[config.mk]
export PLATFORM = sky130hd
export DESIGN_NAME = apple1_uart_pia
export DESIGN_NICKNAME = d
export VERILOG_FILES = /design/src/rtl/apple1_uart_pia.sv
export SDC_FILE = /design/constraint.sdc
export NUM_CORES = 1
export LEC_CHECK = 0
export CAP_MARGIN = 5
export CORE_UTILIZATION = 25
export CTS_BUF_LIST = sky130_fd_sc_hd__clkbuf_4 sky130_fd_sc_hd__clkbuf_8 sky130_fd_sc_hd__clkbuf_16
export DETAILED_ROUTE_END_ITERATION = 10
export PLACE_DENSITY = 0.39
export SYNTH_ARGS = -nofsm -noshare
export SYNTH_HDL_FRONTEND = slang
export SYNTH_SLANG_ARGS = --single-unit
[constraint.sdc]
create_clock -name clk -period 3.3 [get_ports clk]
set_input_delay 0.66 -clock clk [delete_from_list [all_inputs] [get_ports clk]]
set_output_delay 0.66 -clock clk [all_outputs]
set_load 0.01 [all_outputs]
[src/rtl/apple1_uart_pia.sv]
// apple1_uart_pia: four-register UART window on the Apple 1 6502 bus with RX/TX FIFOs and TX pacing.
// Optional macro UART_UPCASE_EN folds received lowercase ASCII to uppercase when it enters the RX FIFO.
module apple1_uart_pia #(
    parameter logic [15:0] BASE_ADDR  = 16'hD010,
    parameter int          RX_DEPTH   = 16,
    parameter int          TX_DEPTH   = 16,
    parameter int          CTS_MARGIN = 2
) (
    input  logic        clk,
    input  logic        res,
    input  logic        phi_en,
    input  logic [15:0] ab,
    input  logic        rw,
    input  logic [7:0]  dbo,
    output logic [7:0]  dbi,
    output logic        sel,
    output logic [7:0]  tx_byte,
    output logic        tx_stb,
    input  logic        tx_busy,
    input  logic [7:0]  rx_data,
    input  logic        rx_stb,
    output logic        uart_cts,
    output logic        rx_overrun
);
    localparam int RXW = $clog2(RX_DEPTH);
    localparam int TXW = $clog2(TX_DEPTH);
    localparam logic [RXW:0] RX_FULL_CNT = (RXW+1)'(RX_DEPTH);
    localparam logic [TXW:0] TX_FULL_CNT = (TXW+1)'(TX_DEPTH);

    typedef enum logic [1:0] {IDLE, STROBE, GAP, WAIT} txState_e;

    logic [15:0] offset;
    logic [1:0]  regSel;
    logic        inWin, rdAcc, wrAcc;

    logic [7:0]     rxMem [RX_DEPTH];
    logic [RXW-1:0] rxRdPtr_q, rxWrPtr_q;
    logic [RXW:0]   rxCount_q, rxCount_d;
    logic           rxEmpty, rxFull, rxPop, rxPush, rxFlush, ovrSet, ovrClr;
    logic [7:0]     rxIn, rxHead;
    logic [5:0]     rxCountSat;

    logic [7:0]     txMem [TX_DEPTH];
    logic [TXW-1:0] txRdPtr_q, txWrPtr_q;
    logic [TXW:0]   txCount_q, txCount_d;
    logic           txEmpty, txFull, txPush, txPop, txFlush;

    txState_e   state_q;
    logic [7:0] dbi_q, txByte_q;
    logic       sel_q, txStb_q, cts_q, ovr_q;
    logic       unusedBits;

    // Subtracting the base makes the window test a single compare, even near address wrap.
    assign offset = ab - BASE_ADDR;
    assign inWin  = (offset < 16'd4);
    assign regSel = offset[1:0];
    assign rdAcc  = phi_en && inWin && rw;
    assign wrAcc  = phi_en && inWin && !rw;

    assign rxEmpty    = (rxCount_q == '0);
    assign rxFull     = (rxCount_q == RX_FULL_CNT);
    assign rxHead     = rxMem[rxRdPtr_q];
    assign rxFlush    = wrAcc && (regSel == 2'd3) && dbo[1];
    assign rxPop      = rdAcc && (regSel == 2'd0) && !rxEmpty;
    assign rxPush     = rx_stb && (!rxFull || rxPop) && !rxFlush;
    assign ovrSet     = rx_stb && rxFull && !rxPop;
    assign ovrClr     = wrAcc && (regSel == 2'd3) && dbo[0];
    assign rxCountSat = (32'(rxCount_q) > 32'd63) ? 6'd63 : 6'(rxCount_q);

`ifdef UART_UPCASE_EN
    assign rxIn = (rx_data[6:0] >= 7'h61 && rx_data[6:0] <= 7'h7A) ? (rx_data & 8'hDF) : rx_data;
`else
    assign rxIn = rx_data;
`endif

    assign txEmpty = (txCount_q == '0);
    assign txFull  = (txCount_q == TX_FULL_CNT);
    assign txFlush = wrAcc && (regSel == 2'd3) && dbo[2];
    assign txPush  = wrAcc && (regSel == 2'd2) && !txFull && !txFlush;
    assign txPop   = (state_q == IDLE) && !txEmpty && !tx_busy;

    assign unusedBits = &{1'b0, dbo[7], rxHead[7]};

    always_comb begin
        rxCount_d = rxCount_q;
        txCount_d = txCount_q;
        if (rxFlush)
            rxCount_d = '0;
        else if (rxPush && !rxPop)
            rxCount_d = rxCount_q + 1'b1;
        else if (rxPop && !rxPush)
            rxCount_d = rxCount_q - 1'b1;
        if (txFlush)
            txCount_d = '0;
        else if (txPush && !txPop)
            txCount_d = txCount_q + 1'b1;
        else if (txPop && !txPush)
            txCount_d = txCount_q - 1'b1;
    end

    always_ff @(posedge clk) begin
        if (rxPush)
            rxMem[rxWrPtr_q] <= rxIn;
        if (txPush)
            txMem[txWrPtr_q] <= {1'b0, dbo[6:0]};
    end

    always_ff @(posedge clk or negedge res) begin
        if (!res) begin
            rxRdPtr_q <= '0;
            rxWrPtr_q <= '0;
            rxCount_q <= '0;
            txRdPtr_q <= '0;
            txWrPtr_q <= '0;
            txCount_q <= '0;
            ovr_q     <= 1'b0;
            cts_q     <= 1'b0;
        end else begin
            rxCount_q <= rxCount_d;
            txCount_q <= txCount_d;
            if (rxFlush) begin
                rxRdPtr_q <= '0;
                rxWrPtr_q <= '0;
            end else begin
                if (rxPop)
                    rxRdPtr_q <= rxRdPtr_q + 1'b1;
                if (rxPush)
                    rxWrPtr_q <= rxWrPtr_q + 1'b1;
            end
            if (txFlush) begin
                txRdPtr_q <= '0;
                txWrPtr_q <= '0;
            end else begin
                if (txPop)
                    txRdPtr_q <= txRdPtr_q + 1'b1;
                if (txPush)
                    txWrPtr_q <= txWrPtr_q + 1'b1;
            end
            if (ovrSet)
                ovr_q <= 1'b1;
            else if (ovrClr)
                ovr_q <= 1'b0;
            // CTS follows the post-edge count so it moves on the same edge as the push.
            cts_q <= ((RX_DEPTH - int'(rxCount_d)) <= CTS_MARGIN);
        end
    end

    always_ff @(posedge clk or negedge res) begin
        if (!res) begin
            sel_q <= 1'b0;
            dbi_q <= 8'h00;
        end else if (phi_en) begin
            sel_q <= inWin;
            if (rdAcc) begin
                case (regSel)
                    2'd0:    dbi_q <= rxEmpty ? 8'h00 : {1'b1, rxHead[6:0]};
                    2'd1:    dbi_q <= {~rxEmpty, 7'b0};
                    2'd2:    dbi_q <= {txFull, 7'b0};
                    default: dbi_q <= {ovr_q, txFull, rxCountSat};
                endcase
            end
        end
    end

    // The GAP state gives the transmitter a cycle to raise busy before WAIT samples it.
    always_ff @(posedge clk or negedge res) begin
        if (!res) begin
            state_q  <= IDLE;
            txByte_q <= 8'h00;
            txStb_q  <= 1'b0;
        end else begin
            case (state_q)
                IDLE: begin
                    if (txPop) begin
                        txByte_q <= txMem[txRdPtr_q];
                        txStb_q  <= 1'b1;
                        state_q  <= STROBE;
                    end
                end
                STROBE: begin
                    txStb_q <= 1'b0;
                    state_q <= GAP;
                end
                GAP:  state_q <= WAIT;
                WAIT: begin
                    if (!tx_busy)
                        state_q <= IDLE;
                end
                default: state_q <= IDLE;
            endcase
        end
    end

    assign dbi        = dbi_q;
    assign sel        = sel_q;
    assign tx_byte    = txByte_q;
    assign tx_stb     = txStb_q;
    assign uart_cts   = cts_q;
    assign rx_overrun = ovr_q;
endmodule

==> impl_metrics.py <==
metrics = {
    "outcome": {
        "run_status": "finished clean",
    },
    "floorplan": {
        "pin_count": 58,
        "fp.dieH_um": 217,
        "rows": 78,
        "fp.dieW_um": 217,
        "initial_utilization_pct": 25.4,
        "dieArea_sq_um": 46900,
        "coreArea_sq_um": 45400,
    },
    "yosys": {
        "postSynth.asyncResetShare_pct": 17.3,
        "syn_nets": 718,
        "syn_inst": 657,
        "synth-warning-count": 0,
        "synth_top_cell_area_share_pct": 58.4,
        "syn_area_per_cell_sq_um": 17.5,
        "ys_seq_elements": 271,
        "synth_cell_types": 65,
        "synth_edf_count": 224,
        "syn_area_sq_um": 11500,
        "ys.flop_type": "edfxtp_1",
        "yosys.area.top_type": "edfxtp_1",
        "ys_seq_area_share_pct": 68.6,
        "synthTopCellsByArea": "edfxtp_1 58%, mux4_2 14%, dfrtp_1 10%",
    },
    "setup_path": {
        "max_stage_delay_ns": 0.49,
        "crit_path_end_kind": "flip-flop",
        "startpoint": "rxCount_q[0]",
        "critical-path-top-delay-family": "compound AO/OA/AOI/OAI gates",
        "required_ns": 3.75,
        "path_max_fanout": 7,
        "critical_path_arrival_ns": 3.50,
        "path_class": "reg2reg",
        "rr_worst_depth": 13,
        "cp_slowest_cell": "or4b_4",
        "reg2reg_from": "rxCount_q[0]",
        "cp-start-kind": "flip-flop",
        "cp_num_cells": 13,
        "path_buf_inv": 3,
        "crit_chain": "inv_1 > ha_1 > or4b_4 > nand2_2 > o21ai_1 > buf_4 > a311oi_2 > inv_1 > ha_1 > nand2b_1 > a21oi_1 > a21oi_1 > o2bb2a_4",
    },
    "cts": {
        "htreeDepth": 1,
        "cts_setup_buffers": 0,
        "clk_pin_slew_ns": 0.06,
        "cts_buffer_depth": 3,
        "cts.sinks": 271,
        "cts_root_buf": "clkbuf_16",
        "post_cts_resized": 0,
        "cts_tree": "built",
        "clk_latency_ns": 0.56,
        "cts_made_buffers": 31,
        "hold_buffers": 0,
    },
    "sta": {
        "finalCriticalPeriod_ns": 3.05,
        "timing.final.ws_setup_ns": 0.251,
        "final_hold_viol_count": 0,
        "skew_ns": 0.00878,
        "grt_setup_unrepaired": "no",
        "setup_viol": 0,
        "worst_pin_slew_ns": 0.792,
        "maxSlewHeadroom_pct": 47.0,
        "min_period_over_period_pct": 92.4,
        "max_freq_ghz": 0.328,
        "slew_violations": 0,
    },
    "drt": {
        "remaining_drc_errors": 0,
        "vias_per_cell": 4.41,
        "via_count": 6254,
        "dr.pass1.iters": 4,
        "wire_per_inst_um": 19.2,
        "drt_iter0_markers": 302,
        "routed_wl_um": 27200,
        "antenna_left": 0,
    },
    "layout": {
        "drive_gt1_share_pct": 28.9,
        "final_nets": 857,
        "final_core_util_pct": 32.1,
        "antenna_cells": 0,
        "area_growth_pct": 26.4,
    },
    "power": {
        "p_comb_share_pct": 23.1,
        "sw_frac_of_total_pct": 27.3,
        "internal-power_w": 0.00707,
        "peakVddDrop_uv": 497,
        "p_switching_w": 0.00265,
        "pwr-share-seq_pct": 44.6,
        "clkPwrFrac_pct": 32.3,
        "cellLeakagePower_nw": 4.96,
        "cellPowerDensity_nw_per_um2": 668,
    },
    "placed_design": {
        "hpwl_um": 19300,
        "gp_congestion": 0.768,
        "port_buffers": 54,
        "dp_slack_ns": -0.488,
    },
    "global_route": {
        "grt_pass1_wl_um": 41500,
        "antenna_found_initial": 0,
        "grt_pass1_vias": 6792,
        "track_usage_pct": 11.8,
        "grt_max_degree": 32,
        "grt-ovfl-total": 0,
    },
    "hold_path": {
        "holdCritPathClass": "in2async",
    },
    "job": {
        "maxCapViolCount": 0,
    },
}
-- cells in the mapped netlist (3+ instances only) --
library cell  instances
nand2b_1              3
xor2_1                8
buf_4                 3
dfrtp_1              47
buf_1                 6
a21oi_1              12
edfxtp_1            224
clkbuf_1             14
nor2_1               32
buf_2                 7
nand2_1              37
and2_1               26
xnor2_1               7
nand3_1               9
o21ai_1               5
nand4_1               5
ha_1                 22
nor3_1                5
mux4_2               70
inv_1                23
a32oi_1               7
mux2_2                7
o21ai_0              24
nor4_1                6
-- power groups by stage --
| stage | combinational (W) | sequential [W] | clock (W) |
|---|---|---|---|
| 5_1_grt | 0.00245 | 0.00438 | 0.00338 |
| 2_1_floorplan | 0.00140 | 0.00426 | 0 |
| 3_3_place_gp | 0.00219 | 0.00438 | 0 |
| 3_5_place_dp | 0.00227 | 0.00441 | 0 |
| 4_1_cts | 0.00229 | 0.00434 | 0.00324 |
| 6_report | 0.00225 | 0.00433 | 0.00314 |
-- cell type report --
cell class                      instances  area, sq um
Inverter                               24         90.1
Fill cell                            4374        30800
Multi-Input combinational cell        331         3390
Clock inverter                         13         73.8
Timing Repair Buffer                  137         1470
Clock buffer                           42          865
Tap cell                              600          751
Sequential cell                       271         7910
-- worst paths after layout --
kind | to | slack [ns]
worst min register to register | dbi[5] | 0.47
max in group asynchronous | dbi[2] | 2.52
worst max register to register | uart_cts | 0.25
min in group clk | dbi[5] | 0.47
worst min-delay path | tx_byte[0] | 0.12
worst max-delay path | uart_cts | 0.25
-- worst reg2reg max path: stages, from the launching register on --
cell and delay [ns]:
dfrtp_2 0.46, inv_1 0.12, ha_1 0.23, or4b_4 0.49
nand2_2 0.14, o21ai_1 0.10, buf_4 0.16, a311oi_2 0.31
inv_1 0.11, ha_1 0.29, nand2b_1 0.07, a21oi_1 0.14
a21oi_1 0.09, o2bb2a_4 0.23
-- metal layers --
layer	vias up	part of all wire [%]	GRT usage (%)
li1	2866	-	-
met1	3228	43	14.6
met2	117	52	21.0
met3	43	3.2	2.11
met4	0	2.5	3.50
met5	-	0	0
-- stage by stage --
step	TNS [ns]	area (sq um)	total power [W]	hold slack [ns]	instances
finish	0	14600	0.00972	0.120	1418
global route	0	14600	0.0102	0.146	1418
CTS	0	14500	0.00986	0.116	1418
detailed placement	-37.86	13600	0.00668	0.480	1363
global placement	-34.89	13600	0.00657	0.464	1363
floorplan	0	11500	0.00566	0.364	657
-- cells by family after synthesis --
| family | count (synthesis) | share of synthesized area (%) |
|---|---|---|
| compound gates | 64 | 3.86 |
| xor+xnor | 15 | 1.14 |
| fa+ha+maj | 23 | 2.56 |
| buf+inv | 55 | 2.03 |
| flops | 271 | 68.6 |
| mux | 78 | 14.5 |
| other cells | 1 | 0.0326 |
| simple gates | 150 | 7.29 |
-- placed cells by master (no fill, tap or decap), types with 8 or more instances in the layout --
| cell | n |
|---|---|
| a21oi_1 | 12 |
| buf_4 | 58 |
| nand3_1 | 9 |
| and2_1 | 26 |
| dfrtp_1 | 44 |
| clkbuf_4 | 10 |
| clkdlybuf4s50_1 | 53 |
| nand2_1 | 36 |
| o21ai_0 | 24 |
| edfxtp_1 | 224 |
| clkbuf_16 | 31 |
| xor2_1 | 8 |
| mux4_2 | 70 |
| nor2_1 | 32 |
| inv_1 | 23 |
| buf_12 | 25 |
| ha_1 | 22 |
-- registers in the layout, summed over array words and instances (netlist names) --
| register | count |
|---|---|
| rxRdPtr_q | 4 |
| tx_byte | 7 |
| txCount_q | 5 |
| rxMem | 112 |
| txRdPtr_q | 4 |
| txMem | 112 |
| tx_stb | 1 |
| rxWrPtr_q | 4 |
| rxCount_q | 5 |
| rx_overrun | 1 |
| state_q | 2 |
| dbi | 8 |
| sel | 1 |
| txWrPtr_q | 4 |
| uart_cts | 1 |
No activity file was read; power rests on OpenSTA's default activity.
